`config.mk`:
```
export PLATFORM = sky130hd
export DESIGN_NAME = vga_cursor_overlay
export DESIGN_NICKNAME = d
export VERILOG_FILES = /design/src/rtl/vga_cursor_overlay.sv
export SDC_FILE = /design/constraint.sdc
export NUM_CORES = 1
export LEC_CHECK = 0
export CELL_PAD_IN_SITES_DETAIL_PLACEMENT = 0
export CELL_PAD_IN_SITES_GLOBAL_PLACEMENT = 2
export CORE_MARGIN = 2
export CORE_UTILIZATION = 33
export DETAILED_ROUTE_END_ITERATION = 6
export GPL_TIMING_DRIVEN = 0
export PLACE_DENSITY = 0.89
export SLEW_MARGIN = 20
export SYNTH_ARGS = -nofsm -noshare
export SYNTH_HDL_FRONTEND = slang
export SYNTH_SLANG_ARGS = --single-unit
export TNS_END_PERCENT = 5
```
`constraint.sdc`:
```
create_clock -name iVGA_CLK -period 7.3 [get_ports iVGA_CLK]
set_input_delay 1.46 -clock iVGA_CLK [delete_from_list [all_inputs] [get_ports iVGA_CLK]]
set_output_delay 1.46 -clock iVGA_CLK [all_outputs]
set_load 0.005 [all_outputs]
```
`src/rtl/vga_cursor_overlay.sv`:
```
`default_nettype none
// ============================================================================
// Module   : vga_cursor_overlay
// Brief    : Recovers pixel x/y from the blank/sync strobes and composites a
//            rectangular cursor one pixel-clock after the VGA controller.
//            Build option: CURSOR_BLEND_EN selects a 50% blend instead of
//            an opaque cursor.
// Revision : 1.0 - initial release
// ============================================================================
module vga_cursor_overlay #(
    parameter int CUR_W = 16,
    parameter int CUR_H = 16,
    parameter int XW    = 10
) (
    input  logic          iRST_n,
    input  logic          iVGA_CLK,
    input  logic          iBLANK_n,
    input  logic          iHS,
    input  logic          iVS,
    input  logic [7:0]    iR,
    input  logic [7:0]    iG,
    input  logic [7:0]    iB,
    input  logic          iCUR_EN,
    input  logic [XW-1:0] iCUR_X,
    input  logic [XW-1:0] iCUR_Y,
    input  logic [23:0]   iCUR_COLOR,
    output logic          oBLANK_n,
    output logic          oHS,
    output logic          oVS,
    output logic [7:0]    oR,
    output logic [7:0]    oG,
    output logic [7:0]    oB,
    output logic          oFRAME
);

    localparam logic [XW:0]   C_CUR_W = (XW+1)'(CUR_W);
    localparam logic [XW:0]   C_CUR_H = (XW+1)'(CUR_H);
    localparam logic [XW-1:0] C_CMAX  = {XW{1'b1}};

    logic [XW-1:0] r_x_cnt;
    logic [XW-1:0] r_y_cnt;
    logic          r_prev_blank;
    logic          r_prev_vs;
    logic          r_en_s;
    logic [XW-1:0] r_x_s;
    logic [XW-1:0] r_y_s;

    logic          w_vs_fall;
    logic          w_blank_fall;
    logic [XW:0]   w_x_end;
    logic [XW:0]   w_y_end;
    logic          w_hit;
    logic [7:0]    w_cur_r;
    logic [7:0]    w_cur_g;
    logic [7:0]    w_cur_b;

    assign w_vs_fall    = r_prev_vs & ~iVS;
    assign w_blank_fall = r_prev_blank & ~iBLANK_n;

    // One extra bit on the far edges so a cursor near the right/bottom clips
    assign w_x_end = {1'b0, r_x_s} + C_CUR_W;
    assign w_y_end = {1'b0, r_y_s} + C_CUR_H;

    assign w_hit = r_en_s & iBLANK_n
                 & (r_x_cnt >= r_x_s) & ({1'b0, r_x_cnt} < w_x_end)
                 & (r_y_cnt >= r_y_s) & ({1'b0, r_y_cnt} < w_y_end);

`ifdef CURSOR_BLEND_EN
    // Halving both operands first keeps the sum within 8 bits (max 254)
    assign w_cur_r = {1'b0, iR[7:1]} + {1'b0, iCUR_COLOR[7:1]};
    assign w_cur_g = {1'b0, iG[7:1]} + {1'b0, iCUR_COLOR[15:9]};
    assign w_cur_b = {1'b0, iB[7:1]} + {1'b0, iCUR_COLOR[23:17]};
`else
    assign w_cur_r = iCUR_COLOR[7:0];
    assign w_cur_g = iCUR_COLOR[15:8];
    assign w_cur_b = iCUR_COLOR[23:16];
`endif

    always_ff @(posedge iVGA_CLK or negedge iRST_n) begin
        if (!iRST_n) begin
            r_x_cnt      <= '0;
            r_y_cnt      <= '0;
            r_prev_blank <= 1'b0;
            r_prev_vs    <= 1'b1;
            r_en_s       <= 1'b0;
            r_x_s        <= '0;
            r_y_s        <= '0;
        end else begin
            r_prev_blank <= iBLANK_n;
            r_prev_vs    <= iVS;
            // Frame start outranks the end-of-line step
            if (w_vs_fall) begin
                r_x_cnt <= '0;
                r_y_cnt <= '0;
                r_en_s  <= iCUR_EN;
                r_x_s   <= iCUR_X;
                r_y_s   <= iCUR_Y;
            end else if (w_blank_fall) begin
                r_x_cnt <= '0;
                if (r_y_cnt != C_CMAX)
                    r_y_cnt <= r_y_cnt + 1'b1;
            end else if (iBLANK_n && (r_x_cnt != C_CMAX)) begin
                r_x_cnt <= r_x_cnt + 1'b1;
            end
        end
    end

    always_ff @(posedge iVGA_CLK or negedge iRST_n) begin
        if (!iRST_n) begin
            oBLANK_n <= 1'b0;
            oHS      <= 1'b0;
            oVS      <= 1'b0;
            oR       <= '0;
            oG       <= '0;
            oB       <= '0;
            oFRAME   <= 1'b0;
        end else begin
            oBLANK_n <= iBLANK_n;
            oHS      <= iHS;
            oVS      <= iVS;
            oFRAME   <= w_vs_fall;
            if (w_hit) begin
                oR <= w_cur_r;
                oG <= w_cur_g;
                oB <= w_cur_b;
            end else begin
                oR <= iR;
                oG <= iG;
                oB <= iB;
            end
        end
    end

endmodule
`default_nettype wire
```
After elaboration in Yosys (flattened, before gate mapping)
Index checks and enable logic that the tools add are counted.
- flip-flop bits (word level): 70
- bits of input ports: 74
- output and inout bits: 28
- logic and storage cells: 46
- add/subtract/negate cells: 4
- order comparisons: 4
- equality and inequality tests: 2
- muxes and demuxes: 9
- bitwise logic cells: 9
- reductions and logical operators: 5
- operators by type and width (kind ; number):
    10-bit 2-to-1 mux ; 6
    8-bit 2-to-1 mux ; 3
    10-bit by 5-bit adder with 11-bit output (second input constant) ; 2
    10-bit by 11-bit less-than comparator with 1-bit output ; 2
    10-bit by 1-bit adder with 10-bit output (second input constant) ; 2
    10-bit >= comparator ; 2
    10-bit != test (second input constant) ; 2
    1-bit bitwise AND ; 7
    2-bit nonzero test ; 2
    3-bit nonzero test ; 1
    1-bit inverter ; 2
    2-bit AND reduction ; 1
    1-bit logical AND ; 1

Longest topological paths before layout
- depth in word-level cells: 6
- gate-level depth with buffers: 11
- depth with buffers taken out: 10

Worst setup path before layout
No wires, ideal clock.
- path type: in2reg
- start point: input iVS
- end point: register r_y_cnt[5]
- setup time: 0.132 ns
- arrival: 2.603 ns
- path slack: 4.565 ns
- stages: 7
- cell sequence: nand2b_1 -> inv_1 -> nor2_1 -> a311oi_2 -> nand3_1 -> xor2_1 -> nor2_1
- longest elaborated chain between the ends: 4
- elaborated cells between the ends (all ways): 6
- classes of those cells: mux: 1; bitwise: 2; reduce/logical: 3
- RTL lines (element ; line ; RTL):
    start, declared ; 19 ; input logic iVS,
    1-bit inverter * ; 57 ; assign w_vs_fall = r_prev_vs & ~iVS;
    1-bit bitwise AND * ; 57 ;
    2-bit nonzero test (no line) ; - ;
    2-bit AND reduction (no line) ; - ;
    end signal, assigned ; 101 ; r_y_cnt <= r_y_cnt + 1'b1;
    end, declared ; 41 ; logic [XW-1:0] r_y_cnt;
Mark *: on every way between the ends. The rest lies on a longest branch, timed or not.
A chain may end at the register's enable or synchronous reset.

Worst setup path after layout
- start point: input iVS
- end point: register r_y_s[0]
- longest elaborated chain between the ends: 2
- RTL lines (element ; line ; RTL):
    1-bit inverter ; 57 ;
    1-bit bitwise AND ; 57 ;
    via w_vs_fall ; 48 ; logic w_vs_fall;
    end signal, assigned ; 97 ; r_y_s <= iCUR_Y;
    end, declared ; 46 ; logic [XW-1:0] r_y_s;
The timed path passes the listed nets, and every way through them passes these cells.

==> impl_metrics.ini <==
[layout]
num-fill-cells = 1089
layout_common_cells = 100 x clkdlybuf4s50_1, 69 x dfrtp_1, 44 x nand2_1, 36 x ha_1, 28 x inv_1
layout_commonest_cell = clkdlybuf4s50_1
regArea_um2 = 1750
nNetsFinal = 582
multi_input_area_um2 = 1920
layout-drive-gt1-share = 0.107
antenna_cells = 0
synthToLayoutAreaGrowth_pct = 39.9

[timing]
fin_ws_ns = 4.07
min_period_over_period = 0.442
rsz0062_at_grt = false
finalCriticalPeriod_ns = 3.23
fin_setup_tns_ns = 0
setup_violations = 0
max_freq_mhz = 310
hold_viol = 0
slew_headroom = 0.621
finalMaxSlewViolations = 0
worst_slew_pin_slew_ns = 0.569
fin_skew_ns = 0.00570

[cts]
cts_buffers = 9
ctsResizeCount = 0
clk-insertion-delay-late_ns = 0.33
clk_path_buf_depth = 2
h-tree-depth = 3
clock-root-buffer = clkbuf_16
hold_buffers = 0
clock-sinks = 70
post-cts-setup-buffers = 0
clk_pin_slew_ns = 0.05
cts_tree = done

[placement]
dp_hpwl_mm = 6.87
gp_congestion = 0.821
pre_cts_slack_ns = 3.70
portBuffers = 101

[power_and_ir_drop]
power_density_nw_per_um2 = 203
ir_drop_uv = 104
p_leak_uw = 0.00243

[synth]
yosysWarnings = 0
postSynth.asyncResetShare = 1.00
syn_inst = 359
syn-num-nets = 469
syn_area_per_cell_um2 = 10.6
ys.flop_type = dfrtp_1
synth_area_um2 = 3820
synthDistinctLibCells = 41
synth_edf_count = 0
seq_area_frac_synth = 0.459
ys_ff_latch = 70

[die]
die_h_um = 112
die-width_um = 112
start_util = 0.336
rows = 39
die_area_um2 = 12500
core_um2 = 11400
io_pins = 102

[setup_path]
cp-end-kind = register
crit_end = r_y_s[0]
worstSetupPathType = in2reg
startpoint = iVS
rr_worst_depth = 11
timing.rr.start = r_x_s[4]
cp-start-kind = primary input
rrSetupSlack_ns = 4.45
crit_arrival_ns = 3.50
worstPathMaxFanout = 10
timing.critical_path.required_ns = 7.57
r2r-end = oG[4]

[status]
status = complete, no violations

[global_route]
grt_pass1_vias = 3068
antenna_found_initial = 0
grt_max_degree = 58
grt-ovfl-total = 0
track_usage = 0.151
grt_pass1_wl_mm = 14.8

[route]
routedWlPerCell_um = 14.2
first_pass_iters = 5
avgViaCountPerCell = 4.72
drt_iter0_markers = 109
ant_nets = 0
drc_errors = 0
dr_total_vias = 2927
wl_mm = 8.77

[worst_hold_path]
hold_class = reg2reg

[run]
drv_cap = 0
## area by class of cell
type	count	share of cell area
Inverter	28	0.0197
Clock inverter	5	0.0108
Multi-Input combinational cell	254	0.359
Tap cell	143	0.0335
Timing Repair Buffer	102	0.194
Buffer	7	0.00772
Sequential cell	70	0.328
Clock buffer	11	0.0473
## cell usage after synthesis (4+ instances only)
| cell type | number | share of area |
|---|---|---|
| dfrtp_1 | 69 | 0.45 |
| nand2_1 | 44 | 0.043 |
| ha_1 | 36 | 0.12 |
| inv_1 | 28 | 0.028 |
| nor2_1 | 23 | 0.023 |
| o21ai_0 | 23 | 0.030 |
| mux2_4 | 20 | 0.079 |
| nand3_1 | 18 | 0.024 |
| xnor2_1 | 13 | 0.030 |
| a21oi_1 | 12 | 0.016 |
| xor2_1 | 11 | 0.025 |
| a21o_1 | 6 | 0.012 |
| clkbuf_1 | 4 | 0.0039 |
| mux2_2 | 4 | 0.012 |
| nand4_1 | 4 | 0.0065 |
| nor3_1 | 4 | 0.0052 |
| o21ai_1 | 4 | 0.0052 |
## per-stage QoR
step	power [uW]	utilization	area, um2	hold slack, ns	cells
2_1_floorplan	552	-	3820	0.446	359
3_5_place_dp	652	0.443	5030	0.471	604
6_report	1090	0.470	5350	0.479	620
4_1_cts	1100	0.470	5350	0.484	620
3_3_place_gp	646	0.441	5010	0.465	603
5_1_grt	1150	0.470	5350	0.508	620
## worst min-delay path by stage
stage                         from  endpoint  slack [ns]  cells past startpoint
final                     r_y_s[0]  r_y_s[0]        0.48                      2
after global routing      r_y_s[0]  r_y_s[0]        0.51                      2
after CTS                 r_y_s[0]  r_y_s[0]        0.48                      2
after detailed placement  r_y_s[0]  r_y_s[0]        0.47                      2
after global placement    r_y_s[0]  r_y_s[0]        0.47                      2
after floorplan             r_en_s    r_en_s        0.45                      2
## worst max-delay path, cell delays in order
cell and delay (ns):
clkdlybuf4s50_1 0.44, nand2b_1 0.30, inv_1 0.22, clkbuf_1 0.47, buf_1 0.43, nand2_1 0.11, nand2_1 0.07
## where the power goes
part / switching, uW / internal [uW]
clock: 162 / 282
sequential: 23.2 / 419
combinational: 91.6 / 109
total: 277 / 810
## cell families (layout without fill, tap and decap cells)
group / count (synthesis) / in the layout / share of synthesized area
AND/OR/NAND/NOR: 107 / 107 / 0.130
flip-flops: 70 / 70 / 0.459
AO/OA/AOI/OAI: 63 / 63 / 0.110
adder cells (fa/ha/maj): 36 / 36 / 0.118
buffers and inverters: 35 / 153 / 0.0383
XOR/XNOR: 24 / 24 / 0.0550
multiplexers: 24 / 24 / 0.0904
## registers in the layout, indices dropped and copies added (netlist names)
name       count
oHS            1
r_y_cnt       10
oG             8
r_y_s         10
r_x_s         10
oFRAME         1
r_en_s         1
oVS            1
oB             8
oR             8
r_prev_vs      1
r_x_cnt       10
oBLANK_n       1
## layer usage
| layer | track usage | routed length (um) | part of all wire | vias up |
|---|---|---|---|---|
| met1 | 0.186 | 3910 | 0.45 | 1356 |
| met5 | 0 | 0 | 0 | - |
| met4 | 0.0593 | 174 | 0.020 | 0 |
| met2 | 0.242 | 4020 | 0.46 | 85 |
| met3 | 0.0566 | 669 | 0.076 | 12 |
| li1 | - | - | - | 1474 |
(Power assumes the default switching activity.)
==> patch 1, RTL diff (config.mk and constraints unchanged) <==
`XW`: 10 -> 12.
--- a/src/rtl/vga_cursor_overlay.sv
+++ b/src/rtl/vga_cursor_overlay.sv
@@ -11,5 +11,5 @@
     parameter int CUR_W = 16,
     parameter int CUR_H = 16,
-    parameter int XW    = 10
+    parameter int XW    = 12
 ) (
     input  logic          iRST_n,
Interface: changed (resized iCUR_X and iCUR_Y); port bits go from 102 to 106. The function was not compared with the original's and may differ.
==> patch 1 against the original RTL <==
- setup slack lost 370 ps
- sequential power is 11% higher
- count of clock-buffer cells in the layout decreased by 2
- routed wire length grew 19%
- global-route usage increased by 1.1 points
- area after synthesis up 11%
- power rose by 5.0%
- die area grew 10%
- sequential cell count rose by 8
- via count rose by 16%
- final area increased by 8.8%
- register-to-register slack got worse by 600 ps
- largest cell class unchanged
- highest routed layer unchanged
==> patch 1: results (changes against the original RTL) <==
stage,metric,value,unit,change
logic_synthesis,synth_common_cells,"dfrtp_1, nand2_1, ha_1",,unchanged
global_route,grt_util_all_layers,0.1619,,was 0.1513
cts,clk_latency,350,ps,was 330 ps
sta,fin_ws,3703,ps,was 4072 ps
route,num_vias,3398,,was 2927
pwr,ir_drop,0.00009408,V,was 0.0001037 V
pwr,leakage,2.560,nW,was 2.433 nW
route,drt_iter0_drc,137,,was 109
cts,root_buffer,clkbuf_16,,unchanged
logic_synthesis,netlist_instances,421,,was 359
critical_path,crit_start,iVS,,unchanged
sta,fin_hold_ws,490.9,ps,was 479.1 ps
logic_synthesis,yosysWarnings,0,,unchanged
cts,clkSlewWorstSetupHoldPaths,70,ps,was 50 ps
critical_path,r2r_cells,13,,was 11
finish,post_layout_nonfiller_instances,715,,was 620
global_route,grt_max_degree,56,,was 58
critical_path,r2r_slack,3850,ps,was 4450 ps
critical_path,cp_top_family,simple AND/OR/NAND/NOR gates,,was buffers and inverters
critical_path,worstPathMaxFanout,8,,was 10
critical_path,r2r_end,oG[6],,was oG[4]
worst_hold_path,min_to,r_x_s[0],,was r_y_s[0]
global_route,antenna_found_initial,0,,unchanged
outcome,status,completed,,unchanged
placed_design,dpl.cell_count,699,,was 604
worst_hold_path,hp-start,r_x_s[0],,was r_y_s[0]
route,wire_per_inst,14.56,um,was 14.15 um
sta,finClkSkew,8.164,ps,was 5.697 ps
cts,htree_levels,3,,unchanged
placed_design,dp_worst_setup_slack,3368,ps,was 3699 ps
cts,clockBufferDepth,2,,unchanged
finish,drive_gt1_frac,0.07735,,was 0.1069
logic_synthesis,synth_area_leaders,"dfrtp_1, ha_1, mux2_2",,"was dfrtp_1, ha_1, mux2_4"
sta,worstMarginPinSlew,842.0,ps,was 569.0 ps
placed_design,portBuffers,105,,was 101
placed_design,dp_hpwl,8050,um,was 6868 um
critical_path,arrival,3810,ps,was 3500 ps
placed_design,place_area,0.005527,sq mm,was 0.005035 sq mm
critical_path,slowest_delay,700,ps,was 470 ps
global_route,grt_pass1_wl,16910,um,was 14810 um
cts,cts-buffers-inserted,9,,unchanged
logic_synthesis,syn_nets,543,,was 469
route,drtPass1Iterations,4,,was 5
critical_path,slowest_stage,o31ai_1,,was clkbuf_1
critical_path,r2r-start,r_y_s[6],,was r_x_s[4]
critical_path,cp-endpoint,r_y_cnt[11],,was r_y_s[0]
logic_synthesis,yosysSeqAreaShare,0.4612,,was 0.4589
placed_design,place_congestion,0.8175,,was 0.8206
finish,nNetsFinal,660,,was 582
==> patch 1: changes by cell type in the layout (fill, tap and decap cells not counted), sizes merged, moves of 3 or more <==
cell / unedited run / this run
inv: 28 / 38
ha: 36 / 44
nor2: 23 / 36
o21ai: 27 / 31
nand2: 44 / 54
dfrtp: 69 / 77
and3: 1 / 4
nand4: 5 / 10
xnor2: 13 / 21
a21o: 6 / 3
clkdlybuf4s50: 100 / 104
==> patch 1: area by class of cell <==
cell class,instances,area [sq um]
Sequential cell,78,1953
Tap cell,172,215.2
Clock buffer,9,225.2
Multi-Input combinational cell,300,2106
Timing Repair Buffer,106,1076
Clock inverter,7,65.06
Buffer,9,48.80
Fill cell,1222,6751
Inverter,34,127.6
==> patch 1: power by group <==
group | total [mW] | leakage (nW) | internal [mW] | switching (mW)
clock | 0.441 | 0.140 | 0.239 | 0.202
sequential | 0.491 | 0.976 | 0.466 | 0.0250
combinational | 0.210 | 1.44 | 0.109 | 0.101
==> patch 1: layer usage <==
metal | part of all wire | track usage | wire, um | vias up
met4 | 0.016 | 0.07294 | 165 | 0
met1 | 0.47 | 0.2160 | 4857 | 1615
li1 | - | - | - | 1679
met2 | 0.45 | 0.2395 | 4693 | 91
met5 | 0 | 0 | 0 | -
met3 | 0.066 | 0.05304 | 692 | 13
==> patch 1: cell families (layout without fill, tap and decap cells) <==
family / count (synthesis) / in the layout / synth area share
muxes: 25 / 25 / 0.06617
xor gates and xnor gates: 31 / 31 / 0.06411
and+or+nand+nor: 138 / 138 / 0.1518
AOI/OAI and AO/OA: 62 / 62 / 0.08509
DFF: 78 / 78 / 0.4612
adders and majority gates: 44 / 44 / 0.1300
buffers and inverters: 43 / 165 / 0.04165
==> patch 2, RTL diff (config.mk and constraints unchanged) <==
Made on the original files. Make the reset (`iRST_n`) synchronous in 2 clocked blocks.
--- a/src/rtl/vga_cursor_overlay.sv
+++ b/src/rtl/vga_cursor_overlay.sv
@@ -77,5 +77,5 @@
 `endif
 
-    always_ff @(posedge iVGA_CLK or negedge iRST_n) begin
+    always_ff @(posedge iVGA_CLK) begin
         if (!iRST_n) begin
             r_x_cnt      <= '0;
@@ -106,5 +106,5 @@
     end
 
-    always_ff @(posedge iVGA_CLK or negedge iRST_n) begin
+    always_ff @(posedge iVGA_CLK) begin
         if (!iRST_n) begin
             oBLANK_n <= 1'b0;
Check against the original RTL: differs if iRST_n is asserted again (counterexample within 4 cycles, from zero or initial values and one cycle with iRST_n low); with iRST_n held inactive, the same outputs for 10 cycles.
==> patch 2 against the original RTL <==
- combinational power shrank 36%
- sequential share of layout area shrank 4.9 points
- setup slack gained 130 ps
- sequential cell count is the same
- fmax grew 4.3%
- via count grew 7.2%
- area after synthesis shrank 5.7%
- utilization shrank 0.30 points
- final area shrank 6.1%
- power shrank 16%
- routed wire length grew 1.1%
- highest routed layer unchanged
==> patch 2: results (changes against the original RTL) <==
stage,metric,value,unit,change
logic_synthesis,synth_fa_ha_area_frac,0.1250,,was 0.1179
placed_design,dp_worst_setup_slack,3789,ps,was 3699 ps
route,wire_per_inst,13.44,um,was 14.15 um
sta,fin_hold_ws,491.6,ps,was 479.1 ps
logic_synthesis,ys_types,39,,was 41
logic_synthesis,synth_compound_area_frac,0.1261,,was 0.1097
global_route,grt_util_all_layers,0.1651,,was 0.1513
logic_synthesis,yosysSeqAreaShare,0.3890,,was 0.4589
logic_synthesis,synth_ff_type,dfxtp_1,,was dfrtp_1
logic_synthesis,synth_mux_area_frac,0.07225,,was 0.09040
sta,finClkSkew,12.88,ps,was 5.697 ps
pwr,leakage,2.006,nW,was 2.433 nW
critical_path,arrival,3370,ps,was 3500 ps
route,drt-total-wl,8868,um,was 8773 um
placed_design,dp_hpwl,6786,um,was 6868 um
finish,nFillCells,1091,,was 1089
global_route,grt_max_degree,13,,was 58
route,drt_iter0_drc,98,,was 109
critical_path,slowest_stage,clkdlybuf4s50_1,,was clkbuf_1
global_route,grtUsageMet2,0.2491,,was 0.2419
global_route,grt_pass1_wl,15000,um,was 14810 um
cts,clkSlewWorstSetupHoldPaths,80,ps,was 50 ps
worst_hold_path,min_to,r_y_s[1],,was r_y_s[0]
global_route,globalRouteMet3Util,0.07595,,was 0.05661
logic_synthesis,avgSynthCellArea,8.916,sq um,was 10.64 sq um
finish,drive_gt1_frac,0.05000,,was 0.1069
logic_synthesis,synth_xor_area_frac,0.04863,,was 0.05503
critical_path,r2r_end,oB[3],,was oG[4]
route,drtPass1Iterations,4,,was 5
logic_synthesis,synth_common_cells,"nand2_1, dfxtp_1, ha_1",,"was dfrtp_1, nand2_1, ha_1"
outcome,status,completed,,unchanged
logic_synthesis,syn_nets,514,,was 469
finish,nNetsFinal,625,,was 582
placed_design,portBuffers,100,,was 101
critical_path,r2r-start,r_x_s[4],,unchanged
global_route,grt_pass1_vias,3207,,was 3068
critical_path,worstPathMaxFanout,10,,unchanged
cts,root_buffer,clkbuf_8,,was clkbuf_16
placed_design,place_congestion,0.7820,,was 0.8206
pwr,ir_drop,0.00007189,V,was 0.0001037 V
critical_path,r2r_slack,4290,ps,was 4450 ps
patch 2: area by class of cell:
cell class	count	area [sq um]	area share
Multi-Input combinational cell	294	2036	0.4055
Sequential cell	70	1401	0.2792
Timing Repair Buffer	100	1001	0.1994
Tap cell	140	175.2	0.03490
Clock buffer	12	165.2	0.03290
Inverter	27	101.3	0.02019
Clock inverter	4	76.32	0.01520
Buffer	13	63.81	0.01271
patch 2: cell families (layout without fill, tap and decap cells):
| group | Yosys count | after routing |
|---|---|---|
| xor gates and xnor gates | 20 | 20 |
| AOI/OAI and AO/OA | 65 | 65 |
| muxes | 26 | 26 |
| and+or+nand+nor | 147 | 147 |
| DFF | 70 | 70 |
| adders and majority gates | 36 | 36 |
| buffers and inverters | 40 | 156 |
patch 2: worst max path at each step:
stage,end,cells past startpoint,slack (ps),startpoint
4_1_cts,oB[3],7,4160,iBLANK_n
3_5_place_dp,oB[3],7,3790,iBLANK_n
3_3_place_gp,oR[3],7,3820,iBLANK_n
5_1_grt,oB[3],11,4060,r_x_s[4]
6_report,oB[3],7,4210,iBLANK_n
2_1_floorplan,oB[7],11,4680,r_x_s[4]
patch 2: where the power goes:
group	internal (mW)	switching [mW]	leakage [nW]
Clock	0.222	0.155	0.119
Combinational	0.0762	0.0528	1.31
Sequential	0.398	0.00861	0.576
patch 2: per-layer routing:
| metal | part of all wire | wire [um] |
|---|---|---|
| met2 | 0.42 | 3762 |
| met3 | 0.11 | 996 |
| met1 | 0.45 | 3953 |
| met5 | 0 | 0 |
| met4 | 0.018 | 157 |
patch 2: per-stage QoR:
| step | cell area (sq um) | util |
|---|---|---|
| finish | 5020 | 0.4672 |
| global route | 5020 | 0.4672 |
| CTS | 5020 | 0.4672 |
| detailed placement | 4778 | 0.4447 |
| global placement | 4778 | 0.4447 |
| floorplan | 3602 | - |
patch 2: worst reg2reg max path, delay by kind of cell, from the launching register on:
kind / cells / cell delay (ps)
AO/OA/AOI/OAI: 4 / 740
AND/OR/NAND/NOR: 2 / 600
adder cells (fa/ha/maj): 2 / 560
flip-flops: 1 / 420
buffers and inverters: 1 / 260
multiplexers: 1 / 210
XOR/XNOR: 1 / 140
